==> config.mk <==
export PLATFORM = sky130hd
export DESIGN_NAME = bus_responder
export DESIGN_NICKNAME = d
export VERILOG_FILES = /design/src/rtl/bus_responder.sv
export SDC_FILE = /design/constraint.sdc
export NUM_CORES = 1
export LEC_CHECK = 0
export ABC_CLOCK_PERIOD_IN_PS = 3300
export BUFFER_PORTS_ARGS = -buffer_cell sky130_fd_sc_hd__buf_2
export CORE_UTILIZATION = 52
export CTS_CLUSTER_DIAMETER = 150
export DETAILED_ROUTE_END_ITERATION = 12
export PLACE_DENSITY = 0.95
export SLEW_MARGIN = 5
export SYNTH_ARGS = -nofsm -noshare
export SYNTH_HDL_FRONTEND = slang
export SYNTH_SLANG_ARGS = --single-unit
==> constraint.sdc <==
create_clock -name CLK -period 3.3 [get_ports CLK]
set_input_delay 0.99 -clock CLK [delete_from_list [all_inputs] [get_ports CLK]]
set_output_delay 0.99 -clock CLK [all_outputs]
set_load 0.05 [all_outputs]
==> src/rtl/bus_responder.sv <==
// bus_responder: memory-side responder serving fetch/load/store requests from the control unit.
// Ports:
//   CLK, RST_N                  clock, synchronous active-low reset
//   req_valid/req_ready         request handshake; req_type 00 fetch, 01 load, 10 store, 11 reserved
//   req_addr, req_wdata         PC (fetch) or RAM address (load/store), store data
//   rsp_valid/rsp_ready         response handshake; rsp_data result, rsp_err for reserved type
//   rom_addr, rom_data          synchronous ROM port (data one cycle after address)
//   ram_addr, ram_we, ram_wdata, ram_rdata   synchronous single-port RAM
// Optional feature: define BUS_RESPONDER_FETCH_CACHE_EN for a one-entry control-word cache.
module bus_responder #(
    parameter int ROM_AW = 16,
    parameter int RAM_AW = 16
) (
    input  logic              CLK,
    input  logic              RST_N,
    input  logic              req_valid,
    output logic              req_ready,
    input  logic [1:0]        req_type,
    input  logic [15:0]       req_addr,
    input  logic [15:0]       req_wdata,
    output logic              rsp_valid,
    input  logic              rsp_ready,
    output logic [31:0]       rsp_data,
    output logic              rsp_err,
    output logic [ROM_AW-1:0] rom_addr,
    input  logic [15:0]       rom_data,
    output logic [RAM_AW-1:0] ram_addr,
    output logic              ram_we,
    output logic [15:0]       ram_wdata,
    input  logic [15:0]       ram_rdata
);
    typedef enum logic [2:0] {IDLE, F_LO, F_HI, F_CAP, L_RD, L_CAP, ST, RESP} state_t;

    state_t              state_q, state_d;
    logic                req_ready_q, req_ready_d;
    logic                rsp_valid_q, rsp_valid_d;
    logic [31:0]         rsp_data_q, rsp_data_d;
    logic                rsp_err_q, rsp_err_d;
    logic [ROM_AW-1:0]   rom_addr_q, rom_addr_d;
    logic [RAM_AW-1:0]   ram_addr_q, ram_addr_d;
    logic                ram_we_q, ram_we_d;
    logic [15:0]         ram_wdata_q, ram_wdata_d;
    logic [15:0]         lo_q, lo_d;
`ifdef BUS_RESPONDER_FETCH_CACHE_EN
    logic                cache_valid_q, cache_valid_d;
    logic [15:0]         cache_tag_q, cache_tag_d;
    logic [31:0]         cache_word_q, cache_word_d;
    logic [15:0]         addr_q, addr_d;
`endif

    assign req_ready = req_ready_q;
    assign rsp_valid = rsp_valid_q;
    assign rsp_data  = rsp_data_q;
    assign rsp_err   = rsp_err_q;
    assign rom_addr  = rom_addr_q;
    assign ram_addr  = ram_addr_q;
    assign ram_we    = ram_we_q;
    assign ram_wdata = ram_wdata_q;

    always_comb begin
        state_d     = state_q;
        rsp_data_d  = rsp_data_q;
        rsp_err_d   = rsp_err_q;
        rom_addr_d  = rom_addr_q;
        ram_addr_d  = ram_addr_q;
        ram_wdata_d = ram_wdata_q;
        lo_d        = lo_q;
        ram_we_d    = 1'b0;
`ifdef BUS_RESPONDER_FETCH_CACHE_EN
        cache_valid_d = cache_valid_q;
        cache_tag_d   = cache_tag_q;
        cache_word_d  = cache_word_q;
        addr_d        = addr_q;
`endif
        case (state_q)
            IDLE: begin
                if (req_valid) begin
`ifdef BUS_RESPONDER_FETCH_CACHE_EN
                    addr_d = req_addr;
`endif
                    case (req_type)
                        2'b00: begin
`ifdef BUS_RESPONDER_FETCH_CACHE_EN
                            if (cache_valid_q && cache_tag_q == req_addr) begin
                                state_d    = RESP;
                                rsp_data_d = cache_word_q;
                                rsp_err_d  = 1'b0;
                            end else begin
                                state_d    = F_LO;
                                rom_addr_d = ROM_AW'({req_addr, 1'b0});
                            end
`else
                            state_d    = F_LO;
                            rom_addr_d = ROM_AW'({req_addr, 1'b0});
`endif
                        end
                        2'b01: begin
                            state_d    = L_RD;
                            ram_addr_d = req_addr[RAM_AW-1:0];
                        end
                        2'b10: begin
                            // Address, data and strobe all launch from this edge so they are valid together in ST.
                            state_d     = ST;
                            ram_addr_d  = req_addr[RAM_AW-1:0];
                            ram_wdata_d = req_wdata;
                            ram_we_d    = 1'b1;
                            rsp_data_d  = 32'h0;
                            rsp_err_d   = 1'b0;
                        end
                        default: begin
                            state_d    = RESP;
                            rsp_data_d = 32'h0;
                            rsp_err_d  = 1'b1;
                        end
                    endcase
                end
            end
            // Second ROM word address wraps naturally at the ROM_AW width.
            F_LO:  begin
                state_d    = F_HI;
                rom_addr_d = rom_addr_q + ROM_AW'(1);
            end
            F_HI:  begin
                state_d = F_CAP;
                lo_d    = rom_data;
            end
            F_CAP: begin
                state_d    = RESP;
                rsp_data_d = {rom_data, lo_q};
                rsp_err_d  = 1'b0;
`ifdef BUS_RESPONDER_FETCH_CACHE_EN
                cache_valid_d = 1'b1;
                cache_tag_d   = addr_q;
                cache_word_d  = {rom_data, lo_q};
`endif
            end
            L_RD:  state_d = L_CAP;
            L_CAP: begin
                state_d    = RESP;
                rsp_data_d = {16'h0, ram_rdata};
                rsp_err_d  = 1'b0;
            end
            ST:    state_d = RESP;
            RESP:  state_d = rsp_ready ? IDLE : RESP;
            default: state_d = IDLE;
        endcase
        req_ready_d = (state_d == IDLE);
        rsp_valid_d = (state_d == RESP);
    end

    always_ff @(posedge CLK) begin
        if (!RST_N) begin
            state_q     <= IDLE;
            req_ready_q <= 1'b1;
            rsp_valid_q <= 1'b0;
            rsp_data_q  <= 32'h0;
            rsp_err_q   <= 1'b0;
            rom_addr_q  <= '0;
            ram_addr_q  <= '0;
            ram_we_q    <= 1'b0;
            ram_wdata_q <= 16'h0;
            lo_q        <= 16'h0;
`ifdef BUS_RESPONDER_FETCH_CACHE_EN
            cache_valid_q <= 1'b0;
            cache_tag_q   <= 16'h0;
            cache_word_q  <= 32'h0;
            addr_q        <= 16'h0;
`endif
        end else begin
            state_q     <= state_d;
            req_ready_q <= req_ready_d;
            rsp_valid_q <= rsp_valid_d;
            rsp_data_q  <= rsp_data_d;
            rsp_err_q   <= rsp_err_d;
            rom_addr_q  <= rom_addr_d;
            ram_addr_q  <= ram_addr_d;
            ram_we_q    <= ram_we_d;
            ram_wdata_q <= ram_wdata_d;
            lo_q        <= lo_d;
`ifdef BUS_RESPONDER_FETCH_CACHE_EN
            cache_valid_q <= cache_valid_d;
            cache_tag_q   <= cache_tag_d;
            cache_word_q  <= cache_word_d;
            addr_q        <= addr_d;
`endif
        end
    end
endmodule

==> impl_results.md, run 1 <==
* Final ANT Viol Nets at 0
* Reg2Reg Launch Point: state_q[0]
* # fillers at 605
* Row count at 31
* Reg-to-reg slack, setup at 1.19 ns
* Port Buffer Count at 153
* Leak pwr at 2.208 nW
* DR WL/cell at 15.36 µm
* DP Wirelength at 7976 µm
* Max IR drop VDD at 0.0002955 V
* # IOs at 154
* Clock Sinks at 103
* Synth Cell Area at 4059 µm²
* First-pass GRT wire length at 18240 µm
* Total Neg Setup Slack at 0 ns
* Worst r2r path cells at 5
* Distinct cell type count after synthesis at 46
* Syn Area/Cell at 8.491 µm²
* Initial antenna violation count at 0
* Post-synth EDFFs at 0
* Hold buffer count at CTS at 0
* Area grow syn2layout at 23.98%
* Die Area at 8163 µm²
* Number of cells produced by synthesis at 478
* Vias per inst at 5.738
* RSZ-0062 raised after global routing: false
* Cell depth of the worst hold path at 2
* Die Wd at 90.35 µm
* DR DRC count at 0
* Final #Nets at 687
* Yosys warnings at 0
* Worst skew pair latency at 0.36 ns
* GPL Wtd Cong at 0.9329
* Measured slew at the worst slew-check pin at 0.8242 ns
* Maxcap violations at 0
* Clock Tree Buf Depth at 2
* Initial core utilization at 54.79%
* Worst R2R End: rom_addr[14]
* Fmax at 436.3 MHz
* Crit Path Max Fanout at 12
* CORE AREA at 7408 µm²
* Synthesized net count at 554
* Layout cells sized above 1 at 29.22%
* Pwr dens at 543.0 nW/µm²
* Relative slew slack at 44.98%
* CTS Root Cell: clkbuf_8
* CTS tree: yes
* Synth Flop Type: dfxtp_1
* # resized after CTS at 0
* Die Y at 90.35 µm
* Area of the multi-input gates at 1834 µm²
* Worst Path Arrival at 2.49 ns
* Hold Path Class: reg -> reg
* Non-filler cells, final at 715
* Total Routing Usage GR at 27.04%
* Pre-CTS setup slack at 0.6748 ns
* ANT cells at 0
* Pins over their slew limit at 0
* Hold Path Sink: ram_addr[15]
* Initial DRC count at 236
* DP Cell Count at 699
* Critical path capture point type: flip-flop
* Post-CTS Setup Bufs at 0
* Ys async rst share at 0%
* Hold Startpoint: ram_addr[15]
* Kind of critical path: in -> reg
* CP required at 3.50 ns
* Flops & latches, synth at 103
* Hold Fails Final Rpt at 0
* DRT Pass-1 Iters at 5
* Layout Skew at 0.01207 ns
* Final period utilization at 69.46%
* Setup crit start kind: input pin
* Number of CTS-inserted buffers at 9
* Final Worst Setup Slack at 1.008 ns
* Status: complete, no violations
* H-tree Lvls at 3
* Final Setup Violations at 0
* Vias in the first global route at 3943
* Clk slew on worst S/H paths at 0.09 ns
* Power, Total at 0.002732 W
* Largest net degree at the start of global routing at 51
* Register area at 2062 µm²
* Vias post-DR at 4103
* Minimum clock period at 2.292 ns
* Final wirelength at 10980 µm
* Grt total ovfl at 0
* Sequential share of the synthesized area at 50.80%
-- metal layers --
| metal | track usage, % | vias up | wire length [µm] |
|---|---|---|---|
| met5 | 0 | - | 0 |
| met4 | 9.140 | 0 | 219 |
| met3 | 5.051 | 22 | 829 |
| met2 | 47.01 | 206 | 5353 |
| met1 | 33.60 | 1925 | 4576 |
| li1 | - | 1950 | - |
-- per-stage QoR --
stage               util (%)  hold slack (ns)  instance area (µm²)
finish                 67.93           0.4571                 5032
global route           67.93           0.4773                 5032
CTS                    67.93           0.4608                 5032
detailed placement     65.58           0.4478                 4858
global placement       65.58           0.4379                 4858
floorplan                  -           0.4360                 4059
-- kinds of logic (layout without fill, tap and decap cells) --
group                    count (synthesis)  count (layout)  share of synthesized area, %
AO/OA/AOI/OAI                          128             128                         20.90
buffers and inverters                   41             179                         4.130
flip-flops                             103             103                         50.80
XOR/XNOR                                 2               2                        0.4316
AND/OR/NAND/NOR                        198             198                         21.89
adder cells (fa/ha/maj)                  6               6                         1.850
-- cells in the final DEF (no fill, tap or decap), types with 2 or more instances in the layout --
| master | n |
|---|---|
| a211oi_1 | 3 |
| a21o_1 | 2 |
| a21oi_1 | 59 |
| a222oi_1 | 16 |
| a22oi_1 | 19 |
| a2bb2oi_1 | 5 |
| a31oi_1 | 5 |
| and2_1 | 4 |
| and3_1 | 8 |
| and3b_1 | 2 |
| buf_2 | 153 |
| buf_4 | 5 |
| clkbuf_8 | 9 |
| clkinv_4 | 2 |
| clkinvlp_4 | 2 |
| dfxtp_1 | 103 |
| ha_1 | 6 |
| inv_1 | 3 |
| nand2_1 | 111 |
| nand3_1 | 8 |
| nand4_1 | 9 |
| nor2_1 | 40 |
| nor4_1 | 2 |
| o211ai_1 | 3 |
| o21ai_0 | 6 |
| o31a_1 | 2 |
| or3_1 | 2 |
| or4_1 | 2 |
-- power by group --
group / switching, W / total (W) / internal [W]
clock: 0.000429 / 0.000708 / 0.000279
combinational: 0.000446 / 0.000628 / 0.000182
sequential: 0.0000731 / 0.00140 / 0.00132
total: 0.000948 / 0.00273 / 0.00178
-- Yosys cell counts, drive strengths merged, types with 2 or more instances --
| library cell | instances | area, µm² |
|---|---|---|
| clkbuf | 31 | 116.4 |
| a222oi | 16 | 160.2 |
| a211oi | 3 | 22.52 |
| and2 | 5 | 31.28 |
| o21ai | 6 | 30.03 |
| nor2 | 40 | 150.1 |
| nand2 | 111 | 416.7 |
| nand3 | 8 | 40.04 |
| nor3b | 2 | 20.02 |
| a31oi | 5 | 31.28 |
| a2bb2oi | 5 | 43.79 |
| o211ai | 3 | 22.52 |
| and3 | 8 | 50.05 |
| a22oi | 20 | 150.1 |
| or3 | 2 | 12.51 |
| ha | 6 | 75.07 |
| and3b | 2 | 17.52 |
| dfxtp | 103 | 2062 |
| nand4 | 9 | 56.30 |
| or4 | 2 | 15.01 |
| a21o | 2 | 15.01 |
| inv | 4 | 15.01 |
| nor4 | 2 | 12.51 |
| a21oi | 60 | 304.0 |
| buf | 6 | 36.28 |
| o31a | 2 | 17.52 |
-- cell type report --
class / count / share of cell area (%)
flip-flops and latches: 103 / 40.97
multi-input cells: 334 / 36.45
repair buffers: 159 / 16.36
clock buffers: 10 / 2.536
well taps: 99 / 2.461
clock inverters: 6 / 0.9199
inverters: 4 / 0.2984
-- worst max path at each step --
stage | startpoint | cells after the start | end | slack (ns)
floorplan | req_valid | 6 | rom_addr[15] | 1.09
finish | req_valid | 6 | rom_addr[14] | 1.01
detailed placement | req_valid | 6 | ram_wdata[7] | 0.67
global placement | req_valid | 6 | rom_addr[14] | 0.75
global route | req_valid | 6 | rom_addr[14] | 0.85
CTS | req_valid | 6 | rom_addr[14] | 1.05
-- state kept, by name (all words and copies together), names as in the netlist, 3 cells and up --
register and cells:
state_q 3, rom_addr 16, ram_wdata 16, lo_q 16, rsp_data 32, ram_addr 16
-- critical path, stage by stage --
cell	delay [ns]
buf_2	0.10
nor4b_2	0.46
buf_4	0.24
nand2_1	0.28
a211oi_1	0.34
a211oi_1	0.08
Note: power is estimated with default switching activity, not from simulation.
==> inputs of run 2 (changes only) <==
--- a/config.mk
+++ b/config.mk
@@ -5,12 +5,13 @@
 export SDC_FILE = /design/constraint.sdc
 export NUM_CORES = 1
 export LEC_CHECK = 0
-export ABC_CLOCK_PERIOD_IN_PS = 3300
+export ABC_AREA = 1
+export ABC_CLOCK_PERIOD_IN_PS = 2000
 export BUFFER_PORTS_ARGS = -buffer_cell sky130_fd_sc_hd__buf_2
-export CORE_UTILIZATION = 52
+export CORE_UTILIZATION = 45
 export CTS_CLUSTER_DIAMETER = 150
 export DETAILED_ROUTE_END_ITERATION = 12
-export PLACE_DENSITY = 0.95
+export PLACE_DENSITY = 0.87
 export SLEW_MARGIN = 5
 export SYNTH_ARGS = -nofsm -noshare
 export SYNTH_HDL_FRONTEND = slang
==> constraint.sdc (replaced) <==
create_clock -name CLK -period 2 [get_ports CLK]
set_input_delay 0.6 -clock CLK [delete_from_list [all_inputs] [get_ports CLK]]
set_output_delay 0.6 -clock CLK [all_outputs]
set_load 0.05 [all_outputs]
==> impl_results.md, run 2 <==
* Port Buffer Count at 153 (unchanged)
* Final period utilization at 87.34%
* Initial DRC count at 315 (+33%)
* Leak pwr at 2.550 nW (+15%)
* Final Setup Violations at 0 (unchanged)
* Fin area at 5539 µm² (+10%)
* Critical Path Max Stage Delay at 0.47 ns (about the same)
* Crit-path cells: inv_1, nand2_2, nand3_4, inv_4, nand2_1, a21oi_1
* Layout cells sized above 1 at 26.39% (-2.8 points)
* Worst Path Arrival at 2.06 ns (-0.43 ns)
* Clock Tree Buf Depth at 2 (unchanged)
* Sequential share of the synthesized area at 46.28% (-4.5 points)
* Flops & latches, synth at 103 (unchanged)
* Pwr dens at 1063 nW/µm² (+96%)
* # IOs at 154 (unchanged)
* Fmax at 572.5 MHz
* Total Routing Usage GR at 23.59% (-3.4 points)
* Setup crit start kind: flip-flop
* Post-CTS Setup Bufs at 0 (unchanged)
* DRT Pass-1 Iters at 5 (unchanged)
* ANT cells at 0 (unchanged)
* Maxcap violations at 0 (unchanged)
* CTS Root Cell: clkbuf_8
* Die Area at 10300 µm² (+26%)
* Worst skew pair latency at 0.38 ns (+0.02 ns)
* Dominant cell type by area after synthesis: dfxtp_1
* Final wirelength at 11900 µm (+8.4%)
* DP Wirelength at 8563 µm (+7.4%)
* Initial antenna violation count at 0 (unchanged)
* Die Wd at 101.5 µm (+12%)
* Crit Path Max Fanout at 33 (+21)
* Relative slew slack at 62.41% (+17 points)
* WHS at 0.4600 ns (+0.002890 ns)
* Clock Sinks at 103 (unchanged)
* H-tree Lvls at 3 (unchanged)
* Vias post-DR at 4501 (+9.7%)
* Busiest grt layer: met2
* Row count at 35 (+13%)
* Yosys warnings at 0 (unchanged)
* Hold Path Class: reg -> reg
* Largest net degree at the start of global routing at 46 (-9.8%)
* Synthesized net count at 684 (+23%)
* Critical path capture point type: flip-flop
* Pins over their slew limit at 0 (unchanged)
* Status: complete, no violations
* Hold buffer count at CTS at 0 (unchanged)
* Synth Cell Area at 4456 µm² (+9.8%)
* Top cell types by occurrence after synthesis: nand2_1, dfxtp_1, a21oi_1, inv_1, nand3_1
* # fillers at 917 (+52%)
* Distinct cell type count after synthesis at 32 (-30%)
* Synth Flop Type: dfxtp_1
* Number of cells produced by synthesis at 608 (+27%)
* Final ANT Viol Nets at 0 (unchanged)
* Kind of critical path: reg -> reg
* Complex-gate fraction of the synthesized area at 16.74% (-4.2 points)
* DR WL/cell at 13.41 µm (-13%)
* Pre-CTS setup slack at -0.02245 ns (-0.6973 ns)
* Power Internal at 0.003442 W (+93%)
* Largest family of logic cells by synthesized area: simple AND/OR/NAND/NOR gates
* Sw Ratio at 41.52% (+6.8 points)
* CP required at 2.31 ns (-1.19 ns)
* Reg-to-reg slack, setup at 0.25 ns (-0.94 ns)
* First-pass GRT wire length at 19120 µm (+4.8%)
* Sw Pwr at 0.002443 W (+160%)
* Synth Area in Simple Gates at 25.84% (+3.9 points)
* CORE AREA at 9415 µm² (+27%)
* Area share of the largest cell type after synthesis at 46.28% (-4.5 points)
* Most frequent cells in the layout: buf_2, nand2_1, dfxtp_1
* Area after DPL at 5328 µm² (+9.7%)
* Met3 global-route usage at 6.073% (+1.0 points)
* # resized after CTS at 0 (unchanged)
* Post-synth EDFFs at 0 (unchanged)
* Final #Nets at 829 (+21%)
* DR DRC count at 0 (unchanged)
* Largest cells by area after synthesis: dfxtp_1, nand2_1, a21oi_1
* Combinational share of power at 33.4% (+10 points)
* Clk slew on worst S/H paths at 0.10 ns (about the same)
* Layout Skew at 0.01523 ns (+0.003162 ns)
* Critical-path top delay cell: dfxtp_1
* Most common cell after layout, fill and taps aside: buf_2
* Vias in the first global route at 4121 (+4.5%)
* Most numerous cell in the Yosys netlist: nand2_1
* Number of CTS-inserted buffers at 9 (unchanged)
* RSZ-0062 raised after global routing: false
* Vias per inst at 5.074 (-12%)
* Post-synthesis mux area share at 0% (unchanged)
* Grt total ovfl at 0 (unchanged)
* Final Worst Setup Slack at 0.2532 ns (-0.7546 ns)
* Measured slew at the worst slew-check pin at 0.5625 ns (-0.2616 ns)
* Syn Area/Cell at 7.328 µm² (-14%)
* Hold Fails Final Rpt at 0 (unchanged)
* Fraction of synthesized cell area in xor and xnor cells at 0.5897% (+0.16 points)
* Initial core utilization at 47.32% (-7.5 points)
* Max IR drop VDD at 0.0005327 V (+80%)
* Ys async rst share at 0% (unchanged)
* Sequential power share at 42.6% (-8.5 points)
* Met2 usage at 37.16% (-9.8 points)
* GRT met1 Usage at 30.89% (-2.7 points)
* CTS tree: yes
* Max reg flops at 32 (unchanged)
* Synth Area in Adders at 1.685% (-0.16 points)
* Clock Power Share at 23.9% (-2.0 points)
* Area grow syn2layout at 24.32%
* GPL Wtd Cong at 0.8368 (-10%)
* Die Y at 101.5 µm (+12%)
* Minimum clock period at 1.747 ns
run 2: worst paths after layout:
| check | startpoint | end | cells after the start |
|---|---|---|---|
| worst max register to register | state_q[2] | rsp_data[31] | 6 |
| worst min register to register | lo_q[12] | lo_q[12] | 2 |
| worst max-delay path | state_q[2] | rsp_data[31] | 6 |
| worst min-delay path | lo_q[12] | lo_q[12] | 2 |
run 2: metal layers:
layer | up-vias | share of wire [%]
met5 | - | 0
met2 | 156 | 46
met4 | 0 | 2.4
li1 | 2268 | -
met3 | 28 | 6.8
met1 | 2049 | 45
run 2: layout make-up:
class	count	area (µm²)	share of cell area, %
Inverter	62	237.7	4.292
Sequential cell	103	2062	37.23
Multi-Input combinational cell	412	1998	36.07
Clock buffer	9	123.9	2.236
Clock inverter	7	87.58	1.581
Tap cell	129	161.4	2.914
Timing Repair Buffer	165	868.3	15.68
run 2: stage by stage:
stage	total power, W	TNS [ns]	instances	util [%]
global placement	0.004480	0	871	56.58
finish	0.005885	0	887	58.83
floorplan	0.004037	0	608	-
detailed placement	0.004516	-0.07752	871	56.58
CTS	0.005903	0	887	58.83
global route	0.006171	0	887	58.83
run 2: kinds of logic after synthesis:
group | after synthesis
AOI/OAI and AO/OA | 144
xor gates and xnor gates | 3
adders and majority gates | 6
buffers and inverters | 93
DFF | 103
and+or+nand+nor | 259
run 2: critical path, delay by kind of cell (launching register included):
family / cells / cell delay (ns)
buffers and inverters: 2 / 0.46
AOI/OAI and AO/OA: 1 / 0.14
DFF: 1 / 0.47
and+or+nand+nor: 3 / 0.61
run 2: power groups by stage:
stage / logic [W] / clock network [W] / registers [W]
5_1_grt: 0.00213 / 0.00149 / 0.00254
3_5_place_dp: 0.00196 / 0 / 0.00255
3_3_place_gp: 0.00193 / 0 / 0.00255
2_1_floorplan: 0.000855 / 0 / 0.00318
4_1_cts: 0.00197 / 0.00143 / 0.00251
6_report: 0.00197 / 0.00141 / 0.00251
==> inputs of run 3 (changes only) <==
--- a/config.mk
+++ b/config.mk
@@ -6,12 +6,12 @@
 export NUM_CORES = 1
 export LEC_CHECK = 0
 export ABC_AREA = 1
-export ABC_CLOCK_PERIOD_IN_PS = 2000
+export ABC_CLOCK_PERIOD_IN_PS = 2300
 export BUFFER_PORTS_ARGS = -buffer_cell sky130_fd_sc_hd__buf_2
-export CORE_UTILIZATION = 45
+export CORE_UTILIZATION = 54
 export CTS_CLUSTER_DIAMETER = 150
 export DETAILED_ROUTE_END_ITERATION = 12
-export PLACE_DENSITY = 0.87
+export PLACE_DENSITY = 0.95
 export SLEW_MARGIN = 5
 export SYNTH_ARGS = -nofsm -noshare
 export SYNTH_HDL_FRONTEND = slang
==> constraint.sdc (replaced) <==
create_clock -name CLK -period 2.3 [get_ports CLK]
set_input_delay 0.69 -clock CLK [delete_from_list [all_inputs] [get_ports CLK]]
set_output_delay 0.69 -clock CLK [all_outputs]
set_load 0.05 [all_outputs]
==> impl_results.md, run 3 (synthesis results as in run 2) <==
* Status: complete, no violations
* Total Neg Setup Slack at 0 ns (unchanged)
* Reg2Reg Launch Point: state_q[2]
* Fin area at 5458 µm² (-1.5%)
* CP top delay family: flip-flops
* Final period utilization at 78.88%
* Grt total ovfl at 0 (unchanged)
* Row count at 32 (-8.6%)
* CP required at 1.61 ns (-0.70 ns)
* Hold Path Class: reg -> reg
* Initial DRC count at 310 (-1.6%)
* Kind of critical path: reg -> out
* Relative slew slack at 67.06% (+4.6 points)
* CTS Root Cell: clkbuf_8
* Pwr dens at 921.7 nW/µm² (-13%)
* Total Routing Usage GR at 29.17% (+5.6 points)
* Power, Total at 0.005030 W (-15%)
* Layout cells sized above 1 at 25.90% (-0.49 points)
* GPL Wtd Cong at 0.8817 (+5.4%)
* Largest net degree at the start of global routing at 49 (+6.5%)
* Met3 global-route usage at 6.979% (+0.91 points)
* Clock Sinks at 103 (unchanged)
* Area after DPL at 5264 µm² (-1.2%)
* Most frequent cells in the layout: buf_2, nand2_1, dfxtp_1
* ANT cells at 0 (unchanged)
* RSZ-0062 raised after global routing: false
* Met2 usage at 46.69% (+9.5 points)
* Pre-CTS setup slack at 0.1576 ns (+0.1801 ns)
* Initial antenna violation count at 0 (unchanged)
* Crit path buf inv count at 1 (-1)
* Final Setup Violations at 0 (unchanged)
* Max IR drop VDD at 0.0004558 V (-14%)
* Port Buffer Count at 153 (unchanged)
* Leak pwr at 2.522 nW (-1.1%)
* Worst Path Arrival at 1.12 ns (-0.94 ns)
* Final Worst Setup Slack at 0.4857 ns (+0.2325 ns)
* H-tree Lvls at 3 (unchanged)
* Worst R2R End: rsp_data[21]
* Critical-path top delay cell: dfxtp_1
* Fmax at 551.2 MHz
* # resized after CTS at 0 (unchanged)
* Post-CTS Setup Bufs at 0 (unchanged)
* Crit path to: rom_addr[5]
* Final ANT Viol Nets at 0 (unchanged)
* DRT Pass-1 Iters at 5 (unchanged)
* GRT met1 Usage at 36.45% (+5.6 points)
* Critical Path Max Stage Delay at 0.46 ns (about the same)
* Pins over their slew limit at 0 (unchanged)
* Final #Nets at 825 (-0.48%)
* CORE AREA at 7848 µm² (-17%)
* Critical path capture point type: output pin
* DR WL/cell at 14.39 µm (+7.3%)
* CP Launch Point: rom_addr[5]
* # fillers at 653 (-29%)
* Clk slew on worst S/H paths at 0.09 ns (about the same)
* Most common cell after layout, fill and taps aside: buf_2
* Die Y at 92.84 µm (-8.5%)
* Die Wd at 92.84 µm (-8.5%)
* Crit Path Max Fanout at 6 (-82%)
* # IOs at 154 (unchanged)
* Vias in the first global route at 4368 (+6.0%)
* Maxcap violations at 0 (unchanged)
* Busiest grt layer: met2
* Setup crit start kind: flip-flop
* DR DRC count at 0 (unchanged)
* Worst r2r path cells at 6 (unchanged)
* Crit-path cells: buf_2
* Minimum clock period at 1.814 ns
* Final wirelength at 12300 µm (+3.4%)
* First-pass GRT wire length at 20070 µm (+5.0%)
* Number of cells on the critical path at 1 (-5)
* Reg-to-reg slack, setup at 0.49 ns (+0.23 ns)
* DP Wirelength at 8713 µm (+1.8%)
* Core Util, Final at 69.55% (+11 points)
* Vias post-DR at 4649 (+3.3%)
* Die Area at 8618 µm² (-16%)
* Initial core utilization at 56.78% (+9.5 points)
* CTS tree: yes
* Measured slew at the worst slew-check pin at 0.4930 ns (-0.06955 ns)
* Clock Tree Buf Depth at 2 (unchanged)
* Layout Skew at 0.01543 ns (+0.0001993 ns)
* Vias per inst at 5.437 (+7.2%)
* Area grow syn2layout at 22.49%
* Max reg flops at 32 (unchanged)
* Number of CTS-inserted buffers at 9 (unchanged)
* Hold buffer count at CTS at 0 (unchanged)
* Worst skew pair latency at 0.36 ns (-0.02 ns)
* Hold Fails Final Rpt at 0 (unchanged)
==> run 3: through the flow <==
stage / instances / hold slack (ns)
3_5_place_dp: 840 / 0.4449
2_1_floorplan: 608 / 0.4303
6_report: 855 / 0.4548
4_1_cts: 855 / 0.4587
5_1_grt: 855 / 0.4817
3_3_place_gp: 840 / 0.4396
==> run 3: cell type report <==
type	instances	area (µm²)	area share [%]
clock buffer	10	137.6	2.522
clock inverter	5	56.30	1.032
inverter	62	237.7	4.356
multi-input combinational	412	1998	36.61
sequential	103	2062	37.78
tap	102	127.6	2.338
timing repair buffer	161	838.3	15.36
==> run 3: power by group <==
group	switching (W)	internal, W
Sequential	0.000175	0.00202
Combinational	0.00128	0.000430
Clock	0.000600	0.000528
Total	0.00205	0.00298
==> run 3: metal layers <==
| layer | vias to the layer above | routed length (µm) |
|---|---|---|
| met5 | - | 0 |
| met4 | 0 | 369 |
| met3 | 30 | 884 |
| met2 | 239 | 5943 |
| met1 | 2118 | 5103 |
| li1 | 2262 | - |
==> run 3: worst min-delay path by stage <==
stage | from | end | slack (ns) | cells after the start
after floorplan | lo_q[0] | lo_q[0] | 0.43 | 2
after global placement | lo_q[9] | lo_q[9] | 0.44 | 2
after global routing | ram_wdata[6] | ram_wdata[6] | 0.48 | 2
final | lo_q[2] | lo_q[2] | 0.45 | 2
after detailed placement | lo_q[2] | lo_q[2] | 0.44 | 2
after CTS | lo_q[2] | lo_q[2] | 0.46 | 2
